File: src/rtl/cordic_nco_sched.sv
// -----------------------------------------------------------------------------
// cordic_nco_sched
//
// Multi-channel NCO front end sharing one fixed-latency CORDIC sin/cos core.
// Each channel owns a frequency control word, a phase offset and a phase
// accumulator. Per-channel sample requests are latched as "pending". A
// round-robin arbiter grants at most one pending channel per cycle. The
// granted channel's phase (acc + off) is sent to the core and its accumulator
// advances by fcw. A tag delay line follows each issued phase through the
// core so the result leaves the block labelled with its channel.
//
// Ports
//   clk, rst            clock, asynchronous active-low reset
//   cfg_we/ch/fcw/off   config write: loads fcw/off of cfg_ch, clears its acc
//   ch_en [NCH]         per-channel enable (disabled channels drop requests)
//   req   [NCH]         one-cycle sample requests
//   ovf_clr             clears every sticky overrun flag
//   pending [NCH]       registered request-pending status
//   ovf     [NCH]       sticky overrun (request merged into an older one)
//   cordic_phase        registered phase driven to the core
//   cordic_sin/cos      core results, LAT cycles after the phase is issued
//   out_valid/ch/sin/cos registered, channel-tagged results
// -----------------------------------------------------------------------------
module cordic_nco_sched #(
    parameter int NCH = 4,
    parameter int PW  = 32,
    parameter int LAT = 35,
    parameter int OW  = 18
) (
    input  logic                     clk,
    input  logic                     rst,
    input  logic                     cfg_we,
    input  logic [$clog2(NCH)-1:0]   cfg_ch,
    input  logic [PW-1:0]            cfg_fcw,
    input  logic [PW-1:0]            cfg_off,
    input  logic [NCH-1:0]           ch_en,
    input  logic [NCH-1:0]           req,
    input  logic                     ovf_clr,
    output logic [NCH-1:0]           pending,
    output logic [NCH-1:0]           ovf,
    output logic [PW-1:0]            cordic_phase,
    input  logic [OW-1:0]            cordic_sin,
    input  logic [OW-1:0]            cordic_cos,
    output logic                     out_valid,
    output logic [$clog2(NCH)-1:0]   out_ch,
    output logic [OW-1:0]            out_sin,
    output logic [OW-1:0]            out_cos
);

    localparam int CW = $clog2(NCH);

    // Per-channel configuration and phase state
    logic [PW-1:0]  fcw_q [NCH];
    logic [PW-1:0]  fcw_d [NCH];
    logic [PW-1:0]  off_q [NCH];
    logic [PW-1:0]  off_d [NCH];
    logic [PW-1:0]  acc_q [NCH];
    logic [PW-1:0]  acc_d [NCH];

    // Request bookkeeping and arbitration pointer
    logic [NCH-1:0] pending_q, pending_d;
    logic [NCH-1:0] ovf_q, ovf_d;
    logic [CW-1:0]  ptr_q, ptr_d;

    // Issue stage: the phase register plus its tag companion
    logic [PW-1:0]  phase_q, phase_d;
    logic           iss_vld_q, iss_vld_d;
    logic [CW-1:0]  iss_ch_q, iss_ch_d;

    // Tag line that tracks the core pipeline (the issue stage supplies the
    // extra register so the tail lines up with the core result)
    logic [LAT-1:0] tag_vld_q;
    logic [CW-1:0]  tag_ch_q [LAT];

    // Output stage
    logic           out_valid_q, out_valid_d;
    logic [CW-1:0]  out_ch_q, out_ch_d;
    logic [OW-1:0]  out_sin_q, out_sin_d;
    logic [OW-1:0]  out_cos_q, out_cos_d;

    // Arbiter results
    logic           gnt_vld_s;
    logic [CW-1:0]  gnt_ch_s;
    logic [CW-1:0]  cand_s;
    logic [NCH-1:0] grant_s;

    // Round-robin arbiter: first pending channel at or after ptr, wrapping
    always_comb begin
        gnt_vld_s = 1'b0;
        gnt_ch_s  = {CW{1'b0}};
        cand_s    = {CW{1'b0}};
        for (int i = 0; i < NCH; i++) begin
            cand_s = ptr_q + CW'(i);
            if (!gnt_vld_s && pending_q[cand_s]) begin
                gnt_vld_s = 1'b1;
                gnt_ch_s  = cand_s;
            end else begin
                gnt_vld_s = gnt_vld_s;
            end
        end
        if (gnt_vld_s) begin
            grant_s = {{(NCH-1){1'b0}}, 1'b1} << gnt_ch_s;
        end else begin
            grant_s = {NCH{1'b0}};
        end
    end

    // Next-state for requests, overruns, pointer and issue stage
    always_comb begin
        pending_d = (pending_q & ~grant_s & ch_en) | (req & ch_en);
        // a new request merging into an older, still-waiting one is an overrun;
        // set dominates a simultaneous clear
        ovf_d     = (ovf_clr ? {NCH{1'b0}} : ovf_q) | (req & ch_en & pending_q & ~grant_s);
        iss_vld_d = gnt_vld_s;
        iss_ch_d  = gnt_ch_s;
        if (gnt_vld_s) begin
            ptr_d   = gnt_ch_s + CW'(1);
            phase_d = acc_q[gnt_ch_s] + off_q[gnt_ch_s];
        end else begin
            ptr_d   = ptr_q;
            phase_d = phase_q;
        end
    end

    // Next-state for per-channel config and accumulators; a config write
    // overrides the accumulator advance of a same-cycle grant
    always_comb begin
        for (int c = 0; c < NCH; c++) begin
            fcw_d[c] = fcw_q[c];
            off_d[c] = off_q[c];
            acc_d[c] = acc_q[c];
            if (cfg_we && (cfg_ch == CW'(c))) begin
                fcw_d[c] = cfg_fcw;
                off_d[c] = cfg_off;
                acc_d[c] = {PW{1'b0}};
            end else if (grant_s[c]) begin
                acc_d[c] = acc_q[c] + fcw_q[c];
            end else begin
                acc_d[c] = acc_q[c];
            end
        end
    end

    // Next-state for output stage: data holds unless the tag tail is valid
    always_comb begin
        out_valid_d = tag_vld_q[LAT-1];
        out_ch_d    = tag_ch_q[LAT-1];
        if (tag_vld_q[LAT-1]) begin
            out_sin_d = cordic_sin;
            out_cos_d = cordic_cos;
        end else begin
            out_sin_d = out_sin_q;
            out_cos_d = out_cos_q;
        end
    end

    // State registers; reset also flushes the tag line
    always_ff @(posedge clk or negedge rst) begin
        if (!rst) begin
            for (int c = 0; c < NCH; c++) begin
                fcw_q[c] <= {PW{1'b0}};
                off_q[c] <= {PW{1'b0}};
                acc_q[c] <= {PW{1'b0}};
            end
            pending_q   <= {NCH{1'b0}};
            ovf_q       <= {NCH{1'b0}};
            ptr_q       <= {CW{1'b0}};
            phase_q     <= {PW{1'b0}};
            iss_vld_q   <= 1'b0;
            iss_ch_q    <= {CW{1'b0}};
            tag_vld_q   <= {LAT{1'b0}};
            for (int k = 0; k < LAT; k++) begin
                tag_ch_q[k] <= {CW{1'b0}};
            end
            out_valid_q <= 1'b0;
            out_ch_q    <= {CW{1'b0}};
            out_sin_q   <= {OW{1'b0}};
            out_cos_q   <= {OW{1'b0}};
        end else begin
            for (int c = 0; c < NCH; c++) begin
                fcw_q[c] <= fcw_d[c];
                off_q[c] <= off_d[c];
                acc_q[c] <= acc_d[c];
            end
            pending_q   <= pending_d;
            ovf_q       <= ovf_d;
            ptr_q       <= ptr_d;
            phase_q     <= phase_d;
            iss_vld_q   <= iss_vld_d;
            iss_ch_q    <= iss_ch_d;
            tag_vld_q   <= {tag_vld_q[LAT-2:0], iss_vld_q};
            tag_ch_q[0] <= iss_ch_q;
            for (int k = 1; k < LAT; k++) begin
                tag_ch_q[k] <= tag_ch_q[k-1];
            end
            out_valid_q <= out_valid_d;
            out_ch_q    <= out_ch_d;
            out_sin_q   <= out_sin_d;
            out_cos_q   <= out_cos_d;
        end
    end

    assign pending      = pending_q;
    assign ovf          = ovf_q;
    assign cordic_phase = phase_q;
    assign out_valid    = out_valid_q;
    assign out_ch       = out_ch_q;
    assign out_sin      = out_sin_q;
    assign out_cos      = out_cos_q;

endmodule

File: config.mk
export PLATFORM = sky130hd
export DESIGN_NAME = cordic_nco_sched
export DESIGN_NICKNAME = d
export VERILOG_FILES = /design/src/rtl/cordic_nco_sched.sv
export SDC_FILE = /design/constraint.sdc
export NUM_CORES = 1
export LEC_CHECK = 0
export BUFFER_PORTS_ARGS = -buffer_cell sky130_fd_sc_hd__buf_2
export CAP_MARGIN = 20
export CORE_MARGIN = 5
export CORE_UTILIZATION = 55
export DETAILED_ROUTE_END_ITERATION = 7
export PLACE_DENSITY = 0.76
export REMOVE_ABC_BUFFERS = 1
export SLEW_MARGIN = 20
export SYNTH_ARGS = -nofsm -noshare
export SYNTH_HDL_FRONTEND = slang
export SYNTH_SLANG_ARGS = --single-unit
File: constraint.sdc
create_clock -name clk -period 4.2 [get_ports clk]
set_input_delay 0.21 -clock clk [delete_from_list [all_inputs] [get_ports clk]]
set_output_delay 0.21 -clock clk [all_outputs]
set_load 0.005 [all_outputs]
==> results_dict.tcl <==
set metrics [dict create \
    hold-path-cell-count 4 \
    clock_tree.htree_level_count 2 \
    report.final.setup_viol 2 \
    route.detailed.vias_per_inst 5.81 \
    ioPinCount 193 \
    num-fill-cells 3969 \
    synth_fa_ha_area_frac 0.0715 \
    status "finished with violations" \
    cts_buffer_depth 3 \
    synthesis.instances 3170 \
    min_path_type "input pin to flip-flop" \
    fmax_mhz 235 \
    grt.total_usage 0.289 \
    drt_pre_antenna_iters 6 \
    finalCritPeriodShare 1.02 \
    worstHoldStart "cfg_ch[0]" \
    final-seq-area_mm2 0.0143 \
    worst_ep_required_time_ns 4.74 \
    finalHoldViolCount 0 \
    worst_skew_pair.late_latency_ns 0.64 \
    share_comb_of_total_power 0.435 \
    ys_async_sr_fraction 1.00 \
    reg_to_reg_startpoint "ptr_q[1]" \
    switching_share 0.393 \
    vdd.ir_drop.worst_uv 408 \
    route.layer.met1.wl_um 36100 \
    netlist_top_cells_area "dfrtp_1 49%, nand2_1 13%, ha_1 6.8%" \
    cell_leakage_power_uw 0.0172 \
    synth_enable_flop_cells 0 \
    share_of_the_synthesized_area_in_the_top_cell_type 0.491 \
    number_of_inserted_diodes 0 \
    route.met2.wl_um 39600 \
    clock_skew_ns 0.0144 \
    unrepaired_setup_endpoints_after_global_routing "true" \
    yosys-mux-area-fraction 0.0410 \
    route.antenna.remaining_nets 0 \
    gp_congestion 0.936 \
    cts-root-buf "clkbuf_16" \
    maximum_number_of_pins_on_one_net_before_global_route_repair 114 \
    die-height_um 241 \
    worst-path-max-fanout 35 \
    cts.clk_slew.worst_paths_ns 0.07 \
    final_util 0.667 \
    synth.yosys.seq_area_share 0.491 \
    yosysMostFrequentCell "nand2_1" \
    cp_top_family "compound AO/OA/AOI/OAI gates" \
    p_clk_frac 0.227 \
    tritoncts.num_buffers 61 \
    detailroute.via_count 24800 \
    post_route_cells_drive_above_1_share 0.163 \
    coreArea_mm2 0.0527 \
    cell_internal_pwr_uw 14600 \
    worst_hold_slack_ns 0.0320 \
    layout-area-overhead-vs-synth_pct 20.1 \
    critical_path.reg2reg.endpoint "cordic_phase[28]" \
    r2r.worst_path.cells 21 \
    synth.yosys.warnings 0 \
    top_layer_used "met5" \
    multi_input_logic_area_mm2 0.0144 \
    clock_tree_from_tritoncts "yes" \
    netlist.top_cell.by_area "dfrtp_1" \
    total_gr_overflow 0 \
    cell_with_the_biggest_individual_delay_on_the_critical_path "o311a_1" \
    timing.setup.critical_path_class "flip-flop to flip-flop" \
    finalWirelength_um 85200 \
    drt_iter0_markers 2207 \
    critical_path.most_common_cell "buf_4" \
    share_of_synthesized_cell_area_in_and_or_nand_and_nor_gates 0.194 \
    synth_xor_xnor_area_share 0.0384 \
    syn-mean-instance-area_um2 9.22 \
    nets 3802 \
    cpPeakStageDelay_ns 0.42 \
    syn-cell-area_mm2 0.0292 \
    yosysUniqueCellTypes 77 \
    rrSetupSlack_ns -0.06 \
    dieArea_mm2 0.0579 \
    cts.sink_count 573 \
    drc 0 \
    critical_path_arrival_ns 4.81 \
    drv_cap 0 \
    crit_chain "mux2i_1 > nor2_2 > a211oi_4 > buf_12 > buf_16 > nand2_1 > and3_1 > a31oi_1 > ha_2 > fa_2 > a21o_1 > a31oi_2 > buf_4 > o21ai_4 > nor4_4 > o311a_1 > o31ai_4 > a41oi_2 > buf_4 > xor2_1 > a21oi_1" \
    worst-slew-pin-transition_ns 0.994 \
    port_buffer_count 192 \
    sort_of_element_at_the_start_of_the_critical_path "flip-flop" \
    grt_pass1_vias 25100 \
    wire_length_per_cell_um 20.0 \
    most_frequent_cells_after_synthesis "1031 x nand2_1, 573 x dfrtp_1, 175 x a21oi_1" \
    worst_slew_margin_rel 0.337 \
    failed_checks "setup timing" \
    initial_core_utilization 0.555 \
    drv_slew 0 \
    worstHoldEndpoint "off_q[127]" \
    grt_pass1_wl_um 135000 \
    combinational_family_with_the_most_area_after_synthesis "simple AND/OR/NAND/NOR gates" \
    dominantRegCellSynth "dfrtp_1" \
    power.density_mw_per_mm2 684 \
    postSynthRegisterBits 573 \
    cp-end-kind "flip-flop" \
    place.detailed.hpwl_um 59500 \
    period_minus_slack_ns 4.26 \
    core.rowCount 84 \
    cp.buffers_inverters 4 \
    power.sequential.fraction 0.338 \
    net_switching_power_figure_uw 9450 \
    wl_met3_um 7090 \
    antenna_found_initial 2 \
    die_width_um 241 \
    final.setup.worst_slack_ns -0.0638 \
    compound_cell_area_share_of_the_yosys_netlist 0.140 \
]
## cell type report
| cell class | count | area share |
|---|---|---|
| repair buffers | 428 | 0.0926 |
| clock buffers | 74 | 0.0477 |
| clock inverters | 42 | 0.0106 |
| multi-input cells | 2407 | 0.410 |
| flip-flops and latches | 573 | 0.408 |
| inverters | 53 | 0.00602 |
| well taps | 688 | 0.0245 |
## power groups by stage
stage               clock, µW  combinational (µW)  sequential, µW
finish                   5440               10500            8120
global route             5760               11600            8240
CTS                      5520               10100            8060
detailed placement          0                9870            8130
global placement            0                9480            8100
floorplan                   0                6850            7650
## registers in the layout, indices dropped and copies added (netlist names)
name          count
off_q           128
fcw_q           128
iss_ch_q          2
out_ch_d          2
pending           4
out_sin          18
cordic_phase     32
tag_vld_q        35
tag_ch_q         68
ovf               4
out_valid         1
out_cos          18
ptr_q             2
out_ch            2
acc_q           128
iss_vld_q         1
## worst reg2reg max path, cell delays in order, from the launching register on
cell and delay (ns):
dfrtp_1 0.41, mux2i_1 0.25, nor2_2 0.08, a211oi_4 0.19, buf_12 0.18, buf_16 0.19, nand2_1 0.07, and3_1 0.16
a31oi_1 0.14, ha_2 0.24, fa_2 0.23, a21o_1 0.17, a31oi_2 0.11, buf_4 0.16, o21ai_4 0.18, nor4_4 0.07
o311a_1 0.42, o31ai_4 0.28, a41oi_2 0.17, buf_4 0.16, xor2_1 0.13, a21oi_1 0.16
## placed cells by master, fill, tap and decap left out, drive strengths merged, types with 7 or more instances in the layout
cell | synthesis | layout
nor2 | 98 | 98
o21ai | 166 | 166
mux2 | 101 | 101
clkinvlp | 0 | 10
xor2 | 66 | 66
a22o | 13 | 13
dfrtp | 573 | 573
buf | 12 | 309
a21oi | 176 | 176
a211oi | 12 | 12
xnor2 | 62 | 62
or2 | 7 | 7
nand2 | 1031 | 1031
and3 | 80 | 80
a211o | 7 | 7
nand3 | 33 | 33
clkbuf | 125 | 76
and2 | 7 | 7
dlygate4sd3 | 0 | 117
inv | 53 | 60
a41oi | 8 | 8
nand2b | 20 | 20
o21a | 26 | 26
nor2b | 14 | 14
or3 | 11 | 11
a21o | 63 | 63
o21bai | 17 | 17
nand3b | 7 | 7
o31ai | 15 | 15
clkinv | 0 | 22
o211ai | 12 | 12
a31oi | 81 | 81
nor3 | 7 | 7
ha | 159 | 159
nand4 | 12 | 12
a32o | 10 | 10
## through the flow
step	TNS [ns]	worst slack (ns)	area, µm²	std cells	power, µW
finish	-0.102	-0.0638	35100	4265	24000
global route	-0.690	-0.241	35100	4265	25600
CTS	0	0.00767	34900	4259	23700
detailed placement	-1.01	-0.319	31600	4025	18000
global placement	-0.346	-0.194	31600	4025	17600
floorplan	-1372.13	-10.34	28700	3033	14500
## cell families (layout without fill, tap and decap cells)
| group | Yosys count | in the layout |
|---|---|---|
| AO/OA/AOI/OAI | 652 | 652 |
| XOR/XNOR | 128 | 128 |
| adder cells (fa/ha/maj) | 164 | 164 |
| buffers and inverters | 190 | 597 |
| flip-flops | 573 | 573 |
| multiplexers | 107 | 107 |
| AND/OR/NAND/NOR | 1356 | 1356 |
## worst max-delay path by stage
| stage | startpoint | endpoint | slack, ns | depth (start not counted) |
|---|---|---|---|---|
| after global routing | ptr_q[1] | cordic_phase[30] | -0.24 | 21 |
| final | ptr_q[1] | cordic_phase[28] | -0.06 | 21 |
| after CTS | ptr_q[1] | cordic_phase[30] | 0.008 | 17 |
| after detailed placement | ptr_q[1] | cordic_phase[30] | -0.32 | 21 |
| after floorplan | ptr_q[1] | cordic_phase[30] | -10.34 | 19 |
| after global placement | ptr_q[1] | cordic_phase[30] | -0.19 | 22 |
## routing by layer
layer | global-route usage | vias up
met5 | 0 | -
met2 | 0.473 | 1014
met3 | 0.0523 | 188
met4 | 0.0817 | 4
met1 | 0.402 | 12000
li1 | - | 11600
## what timing repair did
action / in CTS / in global routing
hold buffers: 117 / 0
gates resized for setup: 8 / 37
pin swaps: 4 / 11
hold endpoints to repair: 404 / 0
endpoints found under the setup margin: 11 / 16
cloned: 0 / 2
setup buffers: 1 / 4
(Power assumes the default switching activity.)
